$ cat config.mk
export PLATFORM = sky130hd
export DESIGN_NAME = fp_unit_arbiter
export DESIGN_NICKNAME = d
export VERILOG_FILES = /design/src/rtl/fp_arb_pkg.sv /design/src/rtl/fp_unit_arbiter_rr.sv /design/src/rtl/fp_unit_arbiter.sv
export SDC_FILE = /design/constraint.sdc
export NUM_CORES = 1
export LEC_CHECK = 0
export ABC_CLOCK_PERIOD_IN_PS = 2300
export BUFFER_PORTS_ARGS = -buffer_cell sky130_fd_sc_hd__buf_2
export CAP_MARGIN = 15
export CORE_AREA = 2 2 162 164
export CTS_CLUSTER_SIZE = 16
export DETAILED_ROUTE_END_ITERATION = 10
export DIE_AREA = 0 0 164 166
export GPL_ROUTABILITY_DRIVEN = 1
export PLACE_DENSITY = 0.47
export SYNTH_ARGS = -nofsm -noshare
export SYNTH_HDL_FRONTEND = slang
export SYNTH_HIERARCHICAL = 1
export SYNTH_SLANG_ARGS = --single-unit
$ cat constraint.sdc
create_clock -name i_clk -period 2.3 [get_ports i_clk]
set_clock_uncertainty 0.2 [all_clocks]
set_input_delay 0.46 -clock i_clk [delete_from_list [all_inputs] [get_ports i_clk]]
set_output_delay 0.46 -clock i_clk [all_outputs]
set_load 0.005 [all_outputs]
$ cat src/rtl/fp_arb_pkg.sv
// Shared types and constants for the FP add/sub unit arbiter.
// Holds the FSM state encoding and the default FP word geometry.
package fp_arb_pkg;

    localparam int FP_W               = 32;   // sign + exponent + mantissa
    localparam int EXP_W              = 8;
    localparam int MANT_W             = 24;   // includes hidden bit
    localparam int DEF_TIMEOUT_CYCLES = 64;

    typedef enum logic [1:0] {
        IDLE    = 2'd0,
        WAIT    = 2'd1,
        DELIVER = 2'd2
    } fsm_state_t;

endpackage

$ cat src/rtl/fp_unit_arbiter_rr.sv
// Combinational rotating-priority arbiter.
// Priority starts just after i_ptr and wraps, so the requester at i_ptr
// itself is considered last.
module rr_arbiter
    import fp_arb_pkg::*;
#(
    parameter int NREQ  = 4,
    parameter int IDX_W = $clog2(NREQ)
) (
    input  logic [NREQ-1:0]  i_req,
    input  logic [IDX_W-1:0] i_ptr,
    output logic [NREQ-1:0]  o_grant,
    output logic [IDX_W-1:0] o_idx,
    output logic             o_any
);

    // Candidate index for each priority slot: (ptr + 1 + slot) mod NREQ.
    logic [IDX_W-1:0] w_cand [NREQ];
    logic             w_found;

    genvar gi;
    generate
        for (gi = 0; gi < NREQ; gi++) begin : g_cand
            logic [IDX_W:0] w_sum;
            assign w_sum = {1'b0, i_ptr} + (IDX_W+1)'(gi + 1);
            // ptr <= NREQ-1 and offset <= NREQ, so one subtraction folds it back.
            assign w_cand[gi] = (w_sum >= (IDX_W+1)'(NREQ))
                              ? IDX_W'(w_sum - (IDX_W+1)'(NREQ))
                              : w_sum[IDX_W-1:0];
        end
    endgenerate

    // Pick the first requesting candidate in rotated priority order.
    always_comb begin
        w_found = 1'b0;
        o_idx   = '0;
        for (int k = 0; k < NREQ; k++) begin
            if (!w_found && i_req[w_cand[k]]) begin
                w_found = 1'b1;
                o_idx   = w_cand[k];
            end
        end
    end

    assign o_any = w_found;

    generate
        for (gi = 0; gi < NREQ; gi++) begin : g_grant
            assign o_grant[gi] = w_found && (o_idx == IDX_W'(gi));
        end
    endgenerate

endmodule

$ cat src/rtl/fp_unit_arbiter.sv
// Round-robin arbiter sharing one FP add/sub + rounding datapath among
// NREQ requesters, with exactly one operation in flight.
// Optional WAIT-state watchdog enabled by defining FPARB_TIMEOUT_EN.
module fp_unit_arbiter
    import fp_arb_pkg::*;
#(
    parameter int NREQ           = 4,
    parameter int W              = FP_W,
    parameter int TIMEOUT_CYCLES = DEF_TIMEOUT_CYCLES
) (
    input  logic              i_clk,
    input  logic              i_rst_n,
    input  logic [NREQ-1:0]   i_req_valid,
    output logic [NREQ-1:0]   o_req_ready,
    input  logic [NREQ*W-1:0] i_req_opa,
    input  logic [NREQ*W-1:0] i_req_opb,
    input  logic [NREQ-1:0]   i_req_sub,
    output logic              o_unit_start,
    output logic [W-1:0]      o_unit_opa,
    output logic [W-1:0]      o_unit_opb,
    output logic              o_unit_sub,
    input  logic              i_unit_valid,
    input  logic [W-1:0]      i_unit_result,
    input  logic              i_unit_invalid,
    output logic              o_unit_ack,
    output logic [NREQ-1:0]   o_rsp_valid,
    input  logic [NREQ-1:0]   i_rsp_ready,
    output logic [W-1:0]      o_rsp_result,
    output logic              o_rsp_invalid,
    output logic              o_busy,
    output logic              o_timeout_err
);

    localparam int IDX_W = $clog2(NREQ);

    fsm_state_t       r_state;
    fsm_state_t       w_state_next;
    logic [IDX_W-1:0] r_ptr;
    logic [IDX_W-1:0] r_gidx;
    logic [W-1:0]     r_opa;
    logic [W-1:0]     r_opb;
    logic             r_sub;
    logic [W-1:0]     r_result;
    logic             r_invalid;
    logic             r_unit_ack;

    logic [NREQ-1:0]  w_grant;
    logic [IDX_W-1:0] w_gidx;
    logic             w_any;
    logic             w_accept;
    logic             w_unit_done;
    logic             w_rsp_done;
    logic             w_timeout;

    rr_arbiter #(
        .NREQ  (NREQ),
        .IDX_W (IDX_W)
    ) u_rr (
        .i_req   (i_req_valid),
        .i_ptr   (r_ptr),
        .o_grant (w_grant),
        .o_idx   (w_gidx),
        .o_any   (w_any)
    );

    // Grant is only offered in IDLE and never while reset is held.
    assign o_req_ready = (r_state == IDLE && i_rst_n) ? w_grant : '0;
    assign w_accept    = (r_state == IDLE) && w_any;
    assign w_unit_done = (r_state == WAIT) && i_unit_valid;
    assign w_rsp_done  = (r_state == DELIVER) && i_rsp_ready[r_gidx];

`ifdef FPARB_TIMEOUT_EN
    localparam int CNT_W = ($clog2(TIMEOUT_CYCLES) > 8) ? $clog2(TIMEOUT_CYCLES) : 8;

    logic [CNT_W-1:0] r_wd_cnt;
    logic             r_timeout_err;

    // A result arriving on the expiry cycle takes precedence over the timeout.
    assign w_timeout = (r_state == WAIT) && !i_unit_valid
                    && (r_wd_cnt == CNT_W'(TIMEOUT_CYCLES - 1));

    // Watchdog: cleared on entry to WAIT, counts WAIT cycles, sticky error flag.
    always_ff @(posedge i_clk) begin
        if (!i_rst_n) begin
            r_wd_cnt      <= '0;
            r_timeout_err <= 1'b0;
        end else begin
            if (w_accept) begin
                r_wd_cnt <= '0;
            end else if (r_state == WAIT) begin
                r_wd_cnt <= r_wd_cnt + 1'b1;
            end
            if (w_timeout) begin
                r_timeout_err <= 1'b1;
            end
        end
    end

    assign o_timeout_err = r_timeout_err;
`else
    // Without the watchdog, WAIT lasts until the datapath answers.
    localparam int unused_timeout_cycles = TIMEOUT_CYCLES;
    assign w_timeout     = 1'b0;
    assign o_timeout_err = 1'b0;
`endif

    // Next-state logic.
    always_comb begin
        w_state_next = r_state;
        case (r_state)
            IDLE:    if (w_accept)                w_state_next = WAIT;
            WAIT:    if (w_unit_done || w_timeout) w_state_next = DELIVER;
            DELIVER: if (w_rsp_done)              w_state_next = IDLE;
            default:                              w_state_next = IDLE;
        endcase
    end

    // State, operand/result capture, ack pulse and round-robin pointer.
    always_ff @(posedge i_clk) begin
        if (!i_rst_n) begin
            r_state    <= IDLE;
            r_ptr      <= IDX_W'(NREQ - 1);
            r_gidx     <= '0;
            r_opa      <= '0;
            r_opb      <= '0;
            r_sub      <= 1'b0;
            r_result   <= '0;
            r_invalid  <= 1'b0;
            r_unit_ack <= 1'b0;
        end else begin
            r_state    <= w_state_next;
            r_unit_ack <= 1'b0;
            if (w_accept) begin
                r_gidx <= w_gidx;
                r_opa  <= i_req_opa[w_gidx*W +: W];
                r_opb  <= i_req_opb[w_gidx*W +: W];
                r_sub  <= i_req_sub[w_gidx];
            end
            if (w_unit_done) begin
                r_result   <= i_unit_result;
                r_invalid  <= i_unit_invalid;
                r_unit_ack <= 1'b1;
            end else if (w_timeout) begin
                r_result   <= '0;
                r_invalid  <= 1'b1;
                r_unit_ack <= 1'b1;
            end
            // Only a delivered result moves the fairness pointer.
            if (w_rsp_done) begin
                r_ptr <= r_gidx;
            end
        end
    end

    genvar gi;
    generate
        for (gi = 0; gi < NREQ; gi++) begin : g_rsp
            assign o_rsp_valid[gi] = (r_state == DELIVER) && (r_gidx == IDX_W'(gi));
        end
    endgenerate

    assign o_unit_start  = (r_state == WAIT);
    assign o_unit_opa    = r_opa;
    assign o_unit_opb    = r_opb;
    assign o_unit_sub    = r_sub;
    assign o_unit_ack    = r_unit_ack;
    assign o_rsp_result  = r_result;
    assign o_rsp_invalid = r_invalid;
    assign o_busy        = (r_state != IDLE);

endmodule
==> impl_metrics.env <==
export IMPL_place_hpwl_um=16900
export IMPL_netlist_instances=448
export IMPL_chipHeight_um=166
export IMPL_mostFrequentLayoutCell="buf_2"
export IMPL_syn2layout_area_growth_pct=58.5
export IMPL_syn_num_nets=752
export IMPL_mappedNetlistArea_um2=5320
export IMPL_hold_viol_final=0
export IMPL_cp_arrival_ns=2.31
export IMPL_io_buffers=412
export IMPL_syn_area_per_cell_um2=11.9
export IMPL_wl_met1_um=8790
export IMPL_synth_simple_area_share_pct=8.71
export IMPL_setup_worst_path_start_class="register"
export IMPL_drtAntennaViolNets=0
export IMPL_fp_dieW_um=164
export IMPL_route_met2_wl_um=10900
export IMPL_power_density_nw_per_um2=609
export IMPL_grt_pass1_vias=5274
export IMPL_cts_num_sinks=105
export IMPL_min_period_over_period_pct=98.8
export IMPL_endpoint_kind="register"
export IMPL_grt_usage_pct=14.6
export IMPL_worstHoldPathType="input port to register"
export IMPL_synth_top_family_by_area="multiplexers"
export IMPL_final_cell_mix="buf_2, dfxtp_1, nand2_1"
export IMPL_num_vias=5410
export IMPL_required_ns=2.34
export IMPL_ctsHoldBuffers=0
export IMPL_layout_nets=1182
export IMPL_fin_util_pct=32.9
export IMPL_cts_tree="yes"
export IMPL_synth_compound_area_share_pct=16.9
export IMPL_first_pass_iters=4
export IMPL_clk_pin_slew_ns=0.08
export IMPL_fin_tns_setup_ns=0
export IMPL_routed_wl_um=21600
export IMPL_leakagePower_nw=4.05
export IMPL_cts_made_buffers=9
export IMPL_fin_ws_ns=0.0287
export IMPL_htreeDepth=3
export IMPL_slew_violations=0
export IMPL_status="finished clean"
export IMPL_clk_latency_ns=0.35
export IMPL_initial_core_util_pct=20.7
export IMPL_grt_pass1_wl_um=30500
export IMPL_ys_seq_elements=105
export IMPL_reg2reg_slack_ns=0.03
export IMPL_synth_mux_area_share_pct=28.7
export IMPL_grt_ovfl_total=0
export IMPL_routed_top_layer="met4"
export IMPL_synth_cell_types=43
export IMPL_grt_max_degree=40
export IMPL_setup_viol=0
export IMPL_cap_violations=0
export IMPL_place_ws_ns=-0.165
export IMPL_yosysSeqAreaShare_pct=39.5
export IMPL_synth_xor_area_share_pct=0
export IMPL_coreArea_um2=25600
export IMPL_ys_warn_count=6
export IMPL_fillers=2678
export IMPL_fp_row_count=59
export IMPL_first_iter_violations=217
export IMPL_timing_fmax_mhz=440
export IMPL_io_pins=414
export IMPL_wl_per_cell_um=17.7
export IMPL_vias_per_cell=4.44
export IMPL_rsz0062_at_grt="yes"
export IMPL_cts_max_path_buffers=2
export IMPL_peakVddDrop_mv=0.366
export IMPL_antenna_found_initial=1
export IMPL_synth_fa_ha_area_share_pct=0
export IMPL_drive_gt1_share_pct=63.6
export IMPL_cts_root_buf="clkbuf_16"
export IMPL_routabilityCongestion=0.826
export IMPL_min_period_ns=2.27
export IMPL_die_area_um2=27200
export IMPL_crit_fanout=9
export IMPL_critPathKind="register to register"
export IMPL_dr_wl_met3_um=1680
export IMPL_drc_errors=0
-- stage by stage --
stage / total power, mW / hold slack (ns) / area [um^2] / instances
2_1_floorplan: 2.89 / 0.253 / 5330 / 448
3_3_place_gp: 3.60 / 0.239 / 7990 / 1195
3_5_place_dp: 3.60 / 0.244 / 7990 / 1195
4_1_cts: 5.21 / 0.113 / 8280 / 1211
5_1_grt: 5.43 / 0.119 / 8420 / 1219
6_report: 5.13 / 0.137 / 8420 / 1219
-- power by group --
| group | leakage (nW) | internal (mW) | switching (mW) |
|---|---|---|---|
| registers | 0.863 | 2.00 | 0.0994 |
| logic | 3.04 | 0.874 | 0.616 |
| clock network | 0.140 | 0.779 | 0.769 |
-- cell type report --
| cell class | count | area [um^2] | share of cell area [%] |
|---|---|---|---|
| sequential | 105 | 2110 | 25.0 |
| timing repair buffer | 464 | 2640 | 31.3 |
| antenna | 1 | 2.50 | 0.0297 |
| clock inverter | 6 | 47.5 | 0.564 |
| multi-input combinational | 293 | 2950 | 35.0 |
| inverter | 5 | 18.8 | 0.223 |
| clock buffer | 10 | 239 | 2.84 |
| tap | 335 | 419 | 4.98 |
-- final timing paths --
| check | startpoint | end | cells past startpoint |
|---|---|---|---|
| max | r_ptr[1]$_SDFFE_PN1P_ | o_unit_opb[28]$_SDFFE_PN0P_ | 7 |
| min reg2reg | o_rsp_result[25]$_SDFFE_PN0P_ | o_rsp_result[25]$_SDFFE_PN0P_ | 2 |
| min | i_unit_result[17] | o_rsp_result[17]$_SDFFE_PN0P_ | 3 |
| max reg2reg | r_ptr[1]$_SDFFE_PN1P_ | o_unit_opb[28]$_SDFFE_PN0P_ | 7 |
-- layer usage --
| layer | GRT usage, % | up-vias |
|---|---|---|
| met2 | 25.6 | 229 |
| met1 | 17.7 | 2584 |
| met5 | 0 | - |
| met3 | 3.82 | 17 |
| met4 | 3.59 | 0 |
| li1 | - | 2580 |
-- cell usage after synthesis, drive strengths merged --
library cell	number	area, um^2
o21bai	2	15.0
a211oi	2	15.0
conb	1	3.75
nor2b	3	18.8
a21oi	36	180
clkbuf	7	36.3
a41o	1	10.0
mux4	65	1460
and3	5	36.3
a22oi	1	7.51
mux2	2	22.5
nor2	13	53.8
o21a	1	7.51
and2b	2	15.0
o21ai	3	15.0
o221a	1	11.3
a2111oi	1	8.76
nand3b	1	7.51
o211a	1	10.0
inv	5	18.8
o22ai	1	6.26
nand2	70	263
and2	3	20.0
mux2i	4	40.0
dfxtp	105	2100
o221ai	1	8.76
and3b	2	17.5
buf	38	269
a22o	65	569
a21boi	1	7.51
a2bb2oi	1	8.76
nor3b	2	31.3
a21o	2	15.0
-- state kept, by name, indices dropped and copies added (netlist names) --
register	flops
o_rsp_result	32
o_unit_opa	32
o_unit_opb	32
r_gidx	2
r_ptr	2
r_state	2
o_rsp_invalid	1
o_unit_ack	1
o_unit_sub	1
-- critical path: stages (launching register included) --
cell,delay [ns]
dfxtp_4,0.36
and2b_1,0.22
a21oi_2,0.05
o221ai_4,0.25
buf_12,0.19
buf_4,0.16
mux4_2,0.52
a22o_1,0.20
-- what timing repair did --
item / 4_1_cts / 5_1_grt
gates cloned: 0 / 2
endpoints found under the hold margin: 0 / 0
buffers inserted: 0 / 5
endpoints found under the setup margin: 38 / 48
pin swaps: 0 / 3
resized for setup: 2 / 14
-- kinds of logic (layout without fill, tap and decap cells) --
| logic type | after synthesis | count (layout) |
|---|---|---|
| other cells | 1 | 2 |
| flops | 105 | 105 |
| buf+inv | 50 | 485 |
| mux | 71 | 71 |
| compound gates | 120 | 120 |
| simple gates | 101 | 101 |
(Power assumes the default switching activity.)
